<file path="src/rtl/sha2_pkg.sv">
// Shared SHA-2 definitions: mode encoding, block geometry and padder FSM states.
// Used by the message padder and by the hash core that consumes its word stream.
package sha2_pkg;

    typedef enum logic [1:0] {
        SHA_224 = 2'b00,
        SHA_256 = 2'b01,
        SHA_384 = 2'b10,
        SHA_512 = 2'b11
    } sha_type_t;

    localparam int BLOCK_WORDS = 16;
    localparam int LEN_HI_IDX  = 14;
    localparam int LEN_LO_IDX  = 15;

    typedef enum logic [2:0] {
        IDLE,
        DATA,
        PAD80,
        ZERO,
        LEN_HI,
        LEN_LO
    } pad_state_t;

    // Upper bit of the type selects the 64-bit word family (SHA-384/512).
    function automatic logic is_sha512(input sha_type_t t);
        return t[1];
    endfunction

    // tkeep is MSB-contiguous, so the population count is the byte count.
    function automatic logic [3:0] keep_count(input logic [7:0] keep);
        logic [3:0] c;
        c = '0;
        for (int i = 0; i < 8; i++) begin
            c = c + {3'b000, keep[i]};
        end
        return c;
    endfunction

endpackage

</file>
<file path="src/rtl/sha2_pad_word.sv">
// Combinational pad helper: keeps the first nbytes_i bytes of a word, drops 0x80 right
// after them and zeroes the tail. SHA-256 words live in [31:0], SHA-512 words in [63:0].
module sha2_pad_word (
    input  logic [63:0] word_i,
    input  logic [3:0]  nbytes_i,
    input  logic        sha512_i,
    output logic [63:0] word_o,
    output logic        room_o
);

    logic [3:0] top_slot;

    assign top_slot = sha512_i ? 4'd7 : 4'd3;
    assign room_o   = nbytes_i < (sha512_i ? 4'd8 : 4'd4);

    // Slot s holds word_o[8*s +: 8]; message byte index is top_slot - s (byte0 = MSB).
    always_comb begin
        word_o = '0;
        for (int s = 0; s < 8; s++) begin
            if (s <= int'(top_slot)) begin
                if ((int'(top_slot) - s) < int'(nbytes_i)) begin
                    word_o[8*s +: 8] = word_i[8*s +: 8];
                end else if ((int'(top_slot) - s) == int'(nbytes_i)) begin
                    word_o[8*s +: 8] = 8'h80;
                end
            end
        end
    end

endmodule

</file>
<file path="src/rtl/sha2_msg_padder.sv">
// Converts an AXIS byte stream into FIPS 180-4 padded 16-word blocks for the hash core,
// in SHA-256 (32b words) or SHA-512 (64b words) mode chosen by the first-beat tuser.
module sha2_msg_padder
    import sha2_pkg::*;
#(
    parameter int TUSER_WIDTH  = 128,
    parameter int SHA_TYPE_LSB = 32
) (
    input  logic                   axi_aclk,
    input  logic                   axi_reset,
    input  logic [63:0]            s_axis_tdata,
    input  logic [7:0]             s_axis_tkeep,
    input  logic [TUSER_WIDTH-1:0] s_axis_tuser,
    input  logic                   s_axis_tvalid,
    output logic                   s_axis_tready,
    input  logic                   s_axis_tlast,
    output logic [63:0]            m_axis_tdata,
    output logic [TUSER_WIDTH-1:0] m_axis_tuser,
    output logic                   m_axis_tvalid,
    input  logic                   m_axis_tready,
    output logic                   m_axis_tlast
);

    pad_state_t             state_q, state_d;
    logic [3:0]             word_cnt_q, word_cnt_d;
    logic [60:0]            byte_cnt_q, byte_cnt_d;
    logic [TUSER_WIDTH-1:0] tuser_q, tuser_d;
    logic                   sha512_q, sha512_d;
    logic                   half_q, half_d;
    logic                   pad_done_q, pad_done_d;
    logic [63:0]            out_data_q, out_data_d;
    logic                   out_vld_q, out_vld_d;
    logic                   out_last_q, out_last_d;

    logic        load;
    logic        ignore_beat;
    logic        low_zero;
    logic [3:0]  beat_bytes, hi_bytes, lo_bytes, pw_nbytes;
    logic [63:0] pw_word, pw_out, len_bits;
    logic        pw_room;
    pad_state_t  after_pad;
    logic        emit;
    logic [63:0] emit_word;
    logic        emit_last;

    assign load        = !out_vld_q || m_axis_tready;
    assign beat_bytes  = keep_count(s_axis_tkeep);
    assign hi_bytes    = (beat_bytes > 4'd4) ? 4'd4 : beat_bytes;
    assign lo_bytes    = (beat_bytes > 4'd4) ? (beat_bytes - 4'd4) : 4'd0;
    assign ignore_beat = s_axis_tvalid && (s_axis_tkeep == 8'h00) && !s_axis_tlast;
    // Once 0x80 landed in the high half, the low half of that beat is plain zero fill.
    assign low_zero    = half_q && pad_done_q;
    assign len_bits    = {byte_cnt_q, 3'b000};
    assign after_pad   = (word_cnt_q == 4'(LEN_HI_IDX - 1)) ? LEN_HI : ZERO;

    assign pw_word = sha512_q ? s_axis_tdata
                              : {32'h0, half_q ? s_axis_tdata[31:0] : s_axis_tdata[63:32]};

    always_comb begin
        pw_nbytes = sha512_q ? 4'd8 : 4'd4;
        if (s_axis_tlast) begin
            if (sha512_q)    pw_nbytes = beat_bytes;
            else if (half_q) pw_nbytes = lo_bytes;
            else             pw_nbytes = hi_bytes;
        end
    end

    sha2_pad_word u_pad_word (
        .word_i   (pw_word),
        .nbytes_i (pw_nbytes),
        .sha512_i (sha512_q),
        .word_o   (pw_out),
        .room_o   (pw_room)
    );

    assign s_axis_tready = (state_q == DATA) && load && (ignore_beat || sha512_q || half_q);

    always_comb begin
        state_d    = state_q;
        word_cnt_d = word_cnt_q;
        byte_cnt_d = byte_cnt_q;
        tuser_d    = tuser_q;
        sha512_d   = sha512_q;
        half_d     = half_q;
        pad_done_d = pad_done_q;
        out_data_d = out_data_q;
        out_vld_d  = out_vld_q;
        out_last_d = out_last_q;
        emit       = 1'b0;
        emit_word  = '0;
        emit_last  = 1'b0;

        if (out_vld_q && m_axis_tready) begin
            out_vld_d  = 1'b0;
            out_last_d = 1'b0;
        end

        case (state_q)
            IDLE: begin
                if (s_axis_tvalid) begin
                    state_d    = DATA;
                    tuser_d    = s_axis_tuser;
                    sha512_d   = is_sha512(sha_type_t'(s_axis_tuser[SHA_TYPE_LSB +: 2]));
                    word_cnt_d = '0;
                    byte_cnt_d = '0;
                    half_d     = 1'b0;
                    pad_done_d = 1'b0;
                end
            end
            DATA: begin
                if (s_axis_tvalid && load && !ignore_beat) begin
                    emit      = 1'b1;
                    emit_word = low_zero ? 64'h0 : pw_out;
                    if (sha512_q || half_q) begin
                        half_d     = 1'b0;
                        byte_cnt_d = byte_cnt_q + 61'(beat_bytes);
                        if (s_axis_tlast) begin
                            state_d = (low_zero || pw_room) ? after_pad : PAD80;
                        end
                    end else begin
                        half_d     = 1'b1;
                        pad_done_d = s_axis_tlast && pw_room;
                    end
                end
            end
            PAD80: begin
                if (load) begin
                    emit      = 1'b1;
                    emit_word = sha512_q ? 64'h8000_0000_0000_0000 : 64'h0000_0000_8000_0000;
                    state_d   = after_pad;
                end
            end
            ZERO: begin
                if (load) begin
                    emit    = 1'b1;
                    state_d = after_pad;
                end
            end
            LEN_HI: begin
                if (load) begin
                    emit      = 1'b1;
                    emit_word = sha512_q ? 64'h0 : {32'h0, len_bits[63:32]};
                    state_d   = LEN_LO;
                end
            end
            LEN_LO: begin
                // The final word is held here until the consumer takes it.
                if (out_vld_q && out_last_q) begin
                    if (m_axis_tready) state_d = IDLE;
                end else if (load) begin
                    emit      = 1'b1;
                    emit_word = sha512_q ? len_bits : {32'h0, len_bits[31:0]};
                    emit_last = 1'b1;
                end
            end
            default: state_d = IDLE;
        endcase

        if (emit) begin
            out_vld_d  = 1'b1;
            out_data_d = emit_word;
            out_last_d = emit_last;
            word_cnt_d = word_cnt_q + 4'd1;
        end
    end

    always_ff @(posedge axi_aclk or posedge axi_reset) begin
        if (axi_reset) begin
            state_q    <= IDLE;
            word_cnt_q <= '0;
            byte_cnt_q <= '0;
            tuser_q    <= '0;
            sha512_q   <= 1'b0;
            half_q     <= 1'b0;
            pad_done_q <= 1'b0;
            out_data_q <= '0;
            out_vld_q  <= 1'b0;
            out_last_q <= 1'b0;
        end else begin
            state_q    <= state_d;
            word_cnt_q <= word_cnt_d;
            byte_cnt_q <= byte_cnt_d;
            tuser_q    <= tuser_d;
            sha512_q   <= sha512_d;
            half_q     <= half_d;
            pad_done_q <= pad_done_d;
            out_data_q <= out_data_d;
            out_vld_q  <= out_vld_d;
            out_last_q <= out_last_d;
        end
    end

    assign m_axis_tdata  = out_data_q;
    assign m_axis_tuser  = tuser_q;
    assign m_axis_tvalid = out_vld_q;
    assign m_axis_tlast  = out_last_q;

endmodule

</file>
<file path="config.mk">
export PLATFORM = sky130hd
export DESIGN_NAME = sha2_msg_padder
export DESIGN_NICKNAME = d
export VERILOG_FILES = /design/src/rtl/sha2_pkg.sv /design/src/rtl/sha2_pad_word.sv /design/src/rtl/sha2_msg_padder.sv
export SDC_FILE = /design/constraint.sdc
export NUM_CORES = 1
export LEC_CHECK = 0
export ABC_AREA = 0
export BUFFER_PORTS_ARGS = -buffer_cell sky130_fd_sc_hd__buf_4
export CAP_MARGIN = 20
export CELL_PAD_IN_SITES_DETAIL_PLACEMENT = 2
export CELL_PAD_IN_SITES_GLOBAL_PLACEMENT = 2
export CORE_MARGIN = 1
export CORE_UTILIZATION = 33
export CTS_BUF_LIST = sky130_fd_sc_hd__clkbuf_4 sky130_fd_sc_hd__clkbuf_8
export DETAILED_ROUTE_END_ITERATION = 10
export HOLD_SLACK_MARGIN = 0.03
export PLACE_DENSITY = 0.9
export SLEW_MARGIN = 20
export SYNTH_ARGS = -nofsm -noshare
export SYNTH_HDL_FRONTEND = slang
export SYNTH_SLANG_ARGS = --single-unit
</file>
<file path="constraint.sdc">
create_clock -name axi_aclk -period 21.8 [get_ports axi_aclk]
set_clock_uncertainty 0.1 [all_clocks]
set_input_delay 0 -clock axi_aclk [delete_from_list [all_inputs] [get_ports axi_aclk]]
set_output_delay 0 -clock axi_aclk [all_outputs]
set_load 0.02 [all_outputs]
</file>
==> metrics.md <==
| Metric | Value |
|---|---|
| Most used flip-flop cell after synthesis | sky130_fd_sc_hd__dfrtp_1 |
| GR peak layer | met2 |
| Met1 track demand over resource in global routing | 45.2% |
| Number of antenna violations at the first check in global routing | 16 |
| Fraction of layout instances using a drive strength above 1 | 25.0% |
| Vias/cell | 6.11 |
| Post-CTS Hold Fix Bufs | 257 |
| Largest cells by area after synthesis | sky130_fd_sc_hd__dfrtp_1 (53%), sky130_fd_sc_hd__nand2_1 (13%), sky130_fd_sc_hd__a222oi_1 (3.4%) |
| Result of the run | completed |
| Area taken by flip-flops and latches | 0.00661 mm2 |
| Relative slew slack | 20.5% |
| Worst r2r dst | m_axis_tdata[47] |
| Setup repair after global routing missed its margin | no |
| Area share of the largest cell type after synthesis | 52.9% |
| Synthesized instance count | 1,352 |
| Portion of the post-synthesis area used by sequential elements | 52.9% |
| Critical path cell sequence | buf_4, inv_1, fa_1, fa_1, fa_1, inv_1, ha_1, fa_1, xnor2_1, inv_1, o21a_1, o22ai_1, inv_1, ha_1, a21o_1, a211oi_1, buf_4, nand2_1, nand3_1, dlygate4sd3_1 |
| Maximum clock rate | 0.191 GHz |
| R2R depth | 12 |
| Inserted Clock Buffers | 49 |
| Insertion delay of the later-clocked pin in the worst-skew pair | 0.66 ns |
| Effective utilization at floorplan | 33.8% |
| Total setup buffers inserted after CTS | 0 |
| Summed negative setup slack over all endpoints | 0 ns |
| Number of buffers on the longest clock path | 3 |
| Max cap viols | 0 |
| Power density relative to cell area | 136 mW/mm2 |
| Period utilisation layout | 24.0% |
| Slowest stage cell on the critical path | sky130_fd_sc_hd__dlygate4sd3_1 |
| Fraction of synthesis flops using an asynchronous set or reset pin | 100% |
| Site Rows | 70 |
| Cell area reported after detailed placement | 0.0160 mm2 |
| Vias | 15,500 |
| Static Leakage | 9.92 nW |
| Startpoint kind of the worst setup timing path | input port |
| Register-to-register setup slack | 17.34 ns |
| Routed wire length | 91.2 mm |
| Sum of overflow across all layers after global routing | 0 |
| Mapped Area | 0.0125 mm2 |
| Vias in the first global route | 17,300 |
| Final Max Tran Viols | 0 |
| Floorplan die area | 0.0386 mm2 |
| Gpl congestion | 0.877 |
| Final-layout fill cell count | 3,826 |
| Clk pin slew, worst setup/hold paths | 0.07 ns |
| Clock tree from TritonCTS | done |
| IO Pins | 400 |
| Clock sinks | 264 |
| WL/cell | 35.9 um |
| Origin of the worst setup path | s_axis_tkeep[0] |
| Endpoint required time on the critical path | 22.28 ns |
| Worst IR drop on VDD | 66.1 uV |
| Post-synthesis average cell area | 9.24 um2 |
| Critical Path End Type | flop |
| Cell chosen for the clock root | sky130_fd_sc_hd__clkbuf_8 |
| Setup violations, final | 0 |
| Worst Max-Slew Pin Slew | 1.19 ns |
| Final non-filler cell area | 0.0196 mm2 |
| Worst reg2reg startpoint | m_axis_tuser[33] |
| Start-to-end type of the worst setup path | in2reg |
| DRC violation count after routing | 0 |
| Worst hold-check path type | in2reg |
| Count of instances resized after the clock tree is built | 0 |
| GR met2 Demand/Resource | 76.2% |
| Final Hold Violating Endpoints | 0 |
| Yosys Warn Count | 0 |
| Placeable core region | 0.0370 mm2 |
| IO Port Bufs | 399 |
| Post-detailed-route count of antenna-violating nets | 0 |
| Overall global routing resource usage | 43.8% |
| Synthesized net count | 1,581 |
| Largest area contributor in the synthesized netlist | sky130_fd_sc_hd__dfrtp_1 |
| Biggest cell delay along the critical path | 0.61 ns |
| Area taken by multi-input logic gates | 0.00546 mm2 |
| Worst Path Arrival | 5.71 ns |
| Violation count after the first detailed-route iteration | 1,772 |
| Die Y-Extent | 197 um |
| Worst-path fanout max | 8 |
| Global routing met3 resource utilization | 11.4% |
| Count of H-tree levels built during CTS | 2 |
| First-pass GRT wire length | 123 mm |
| Number of flops mapped to enable cells by yosys | 0 |
| P&R area growth vs syn | 56.7% |
| Number of detailed-routing iterations run before antenna repair | 9 |
| Register bit count reported by yosys | 264 |
| Critical Path Sink | m_axis_tdata[47] |
| Post-detail-place hpwl | 37.8 mm |
| Pin count of the biggest net entering global routing | 132 |
| Die outline width | 197 um |
| Post-synthesis cell type count | 66 |
| Number of nets in the finished design | 2,221 |
| Post-layout min period | 5.23 ns |
critical path, delay by kind of cell:
family | cells | cell delay, ns
buffers and inverters | 7 | 1.47
AND/OR/NAND/NOR | 2 | 0.16
AO/OA/AOI/OAI | 4 | 1.34
adder cells (fa/ha/maj) | 6 | 2.45
XOR/XNOR | 1 | 0.29
report_power, final:
group	leakage (nW)	internal [W]	total (W)	switching, W
sequential	3.46	0.000649	0.000859	0.000210
clock	0.521	0.000283	0.000562	0.000279
combinational	5.94	0.000409	0.00123	0.000825
logic make-up (layout without fill, tap and decap cells):
logic type	after synthesis	count (layout)	share of synthesized area (%)
AO/OA/AOI/OAI	216	216	12.3
XOR/XNOR	36	36	2.53
adder cells (fa/ha/maj)	24	24	2.71
buffers and inverters	124	789	3.79
flip-flops	264	264	52.9
multiplexers	33	33	2.65
other	0	20	0
AND/OR/NAND/NOR	655	655	23.1
layout by cell type (no fill, tap or decap), drive strengths merged, types with 5 or more instances in the layout:
cell,netlist,routed
a21oi,35,35
or3,13,13
a31oi,5,5
fa,5,5
mux2i,33,33
or4,11,11
a222oi,43,43
dlygate4sd3,0,257
nor4,9,9
nor3,6,6
diode,0,20
and3,20,20
ha,19,19
nand3,34,34
and4,8,8
clkbuf,65,74
nor2b,8,8
a22oi,10,10
xor2,22,22
a21o,12,12
xnor2,14,14
nand2,447,447
nand4,25,25
nand2b,8,8
o31ai,8,8
a22o,8,8
nor2,45,45
and2,10,10
a211oi,6,6
o21ai,58,58
dfrtp,264,264
inv,42,43
buf,17,413
synth_stat cells (2+ instances only):
cell type and count:
sky130_fd_sc_hd__nor4_1 9, sky130_fd_sc_hd__o22ai_1 2, sky130_fd_sc_hd__o31ai_1 8, sky130_fd_sc_hd__buf_1 14, sky130_fd_sc_hd__buf_2 2, sky130_fd_sc_hd__ha_1 19, sky130_fd_sc_hd__nor3_1 6, sky130_fd_sc_hd__or3_1 13
sky130_fd_sc_hd__o211ai_1 3, sky130_fd_sc_hd__clkbuf_1 64, sky130_fd_sc_hd__o221ai_1 2, sky130_fd_sc_hd__or4_1 11, sky130_fd_sc_hd__and2_1 9, sky130_fd_sc_hd__xnor2_1 14, sky130_fd_sc_hd__dfrtp_1 264, sky130_fd_sc_hd__a22oi_1 10
sky130_fd_sc_hd__xor2_1 22, sky130_fd_sc_hd__a31oi_1 5, sky130_fd_sc_hd__a21o_1 12, sky130_fd_sc_hd__a21oi_1 35, sky130_fd_sc_hd__a2111oi_0 2, sky130_fd_sc_hd__a221o_1 3, sky130_fd_sc_hd__nor3b_1 3, sky130_fd_sc_hd__inv_1 42
sky130_fd_sc_hd__fa_1 5, sky130_fd_sc_hd__or2_2 2, sky130_fd_sc_hd__nand4_1 24, sky130_fd_sc_hd__a31o_2 2, sky130_fd_sc_hd__o41ai_1 2, sky130_fd_sc_hd__a22o_1 8, sky130_fd_sc_hd__o21ai_1 3, sky130_fd_sc_hd__nor4b_1 3
sky130_fd_sc_hd__o21ai_0 55, sky130_fd_sc_hd__a211oi_1 6, sky130_fd_sc_hd__and3_1 20, sky130_fd_sc_hd__a222oi_1 43, sky130_fd_sc_hd__and4_1 8, sky130_fd_sc_hd__nand2_1 447, sky130_fd_sc_hd__nand2b_1 8, sky130_fd_sc_hd__mux2i_1 33
sky130_fd_sc_hd__nor2_1 45, sky130_fd_sc_hd__nor2b_1 8, sky130_fd_sc_hd__nand3_1 33
area by class of cell:
cell class                 instances  share of cell area (%)
multi-input combinational        964                    27.9
clock inverter                     3                   0.237
sequential                       264                    33.8
antenna                           20                   0.256
inverter                          42                   0.844
tap                              504                    3.22
clock buffer                      73                    4.78
timing repair buffer             671                    29.0
sequential cells by signal, summed over array words and instances (netlist names):
register       flops
byte_cnt_q        61
half_q             1
m_axis_tdata      64
m_axis_tlast       1
m_axis_tuser     128
m_axis_tvalid      1
pad_done_q         1
state_q            3
word_cnt_q         4
through the flow:
step | setup slack (ns) | util [%] | total power [W] | std cells | hold slack (ns)
after floorplan | 14.43 | - | 0.00127 | 1352 | 0.00544
after global placement | 16.80 | 43.2 | 0.00171 | 2186 | 0.0888
after detailed placement | 16.57 | 43.2 | 0.00178 | 2187 | 0.0954
after CTS | 17.04 | 52.8 | 0.00236 | 2520 | 0.0301
after global routing | 16.43 | 52.9 | 0.00269 | 2536 | 0.0731
final | 16.57 | 53.0 | 0.00266 | 2541 | 0.0442
how the worst min path moves through the flow:
stage | depth (start not counted) | end | start | slack, ns
floorplan | 2 | m_axis_tdata[40] | s_axis_tdata[40] | 0.005
global placement | 3 | m_axis_tuser[96] | s_axis_tuser[96] | 0.09
detailed placement | 3 | m_axis_tuser[8] | s_axis_tuser[8] | 0.1
CTS | 3 | m_axis_tdata[61] | s_axis_tdata[61] | 0.03
global route | 4 | m_axis_tdata[46] | s_axis_tdata[46] | 0.07
finish | 4 | m_axis_tuser[79] | s_axis_tuser[79] | 0.04
metal layers:
metal,wire length (um),share of wire (%)
met4,8620,9.5
met3,8200,9.0
met1,30100,33
met5,75,0.082
met2,44100,48
Power figures use the tool's default switching activity.
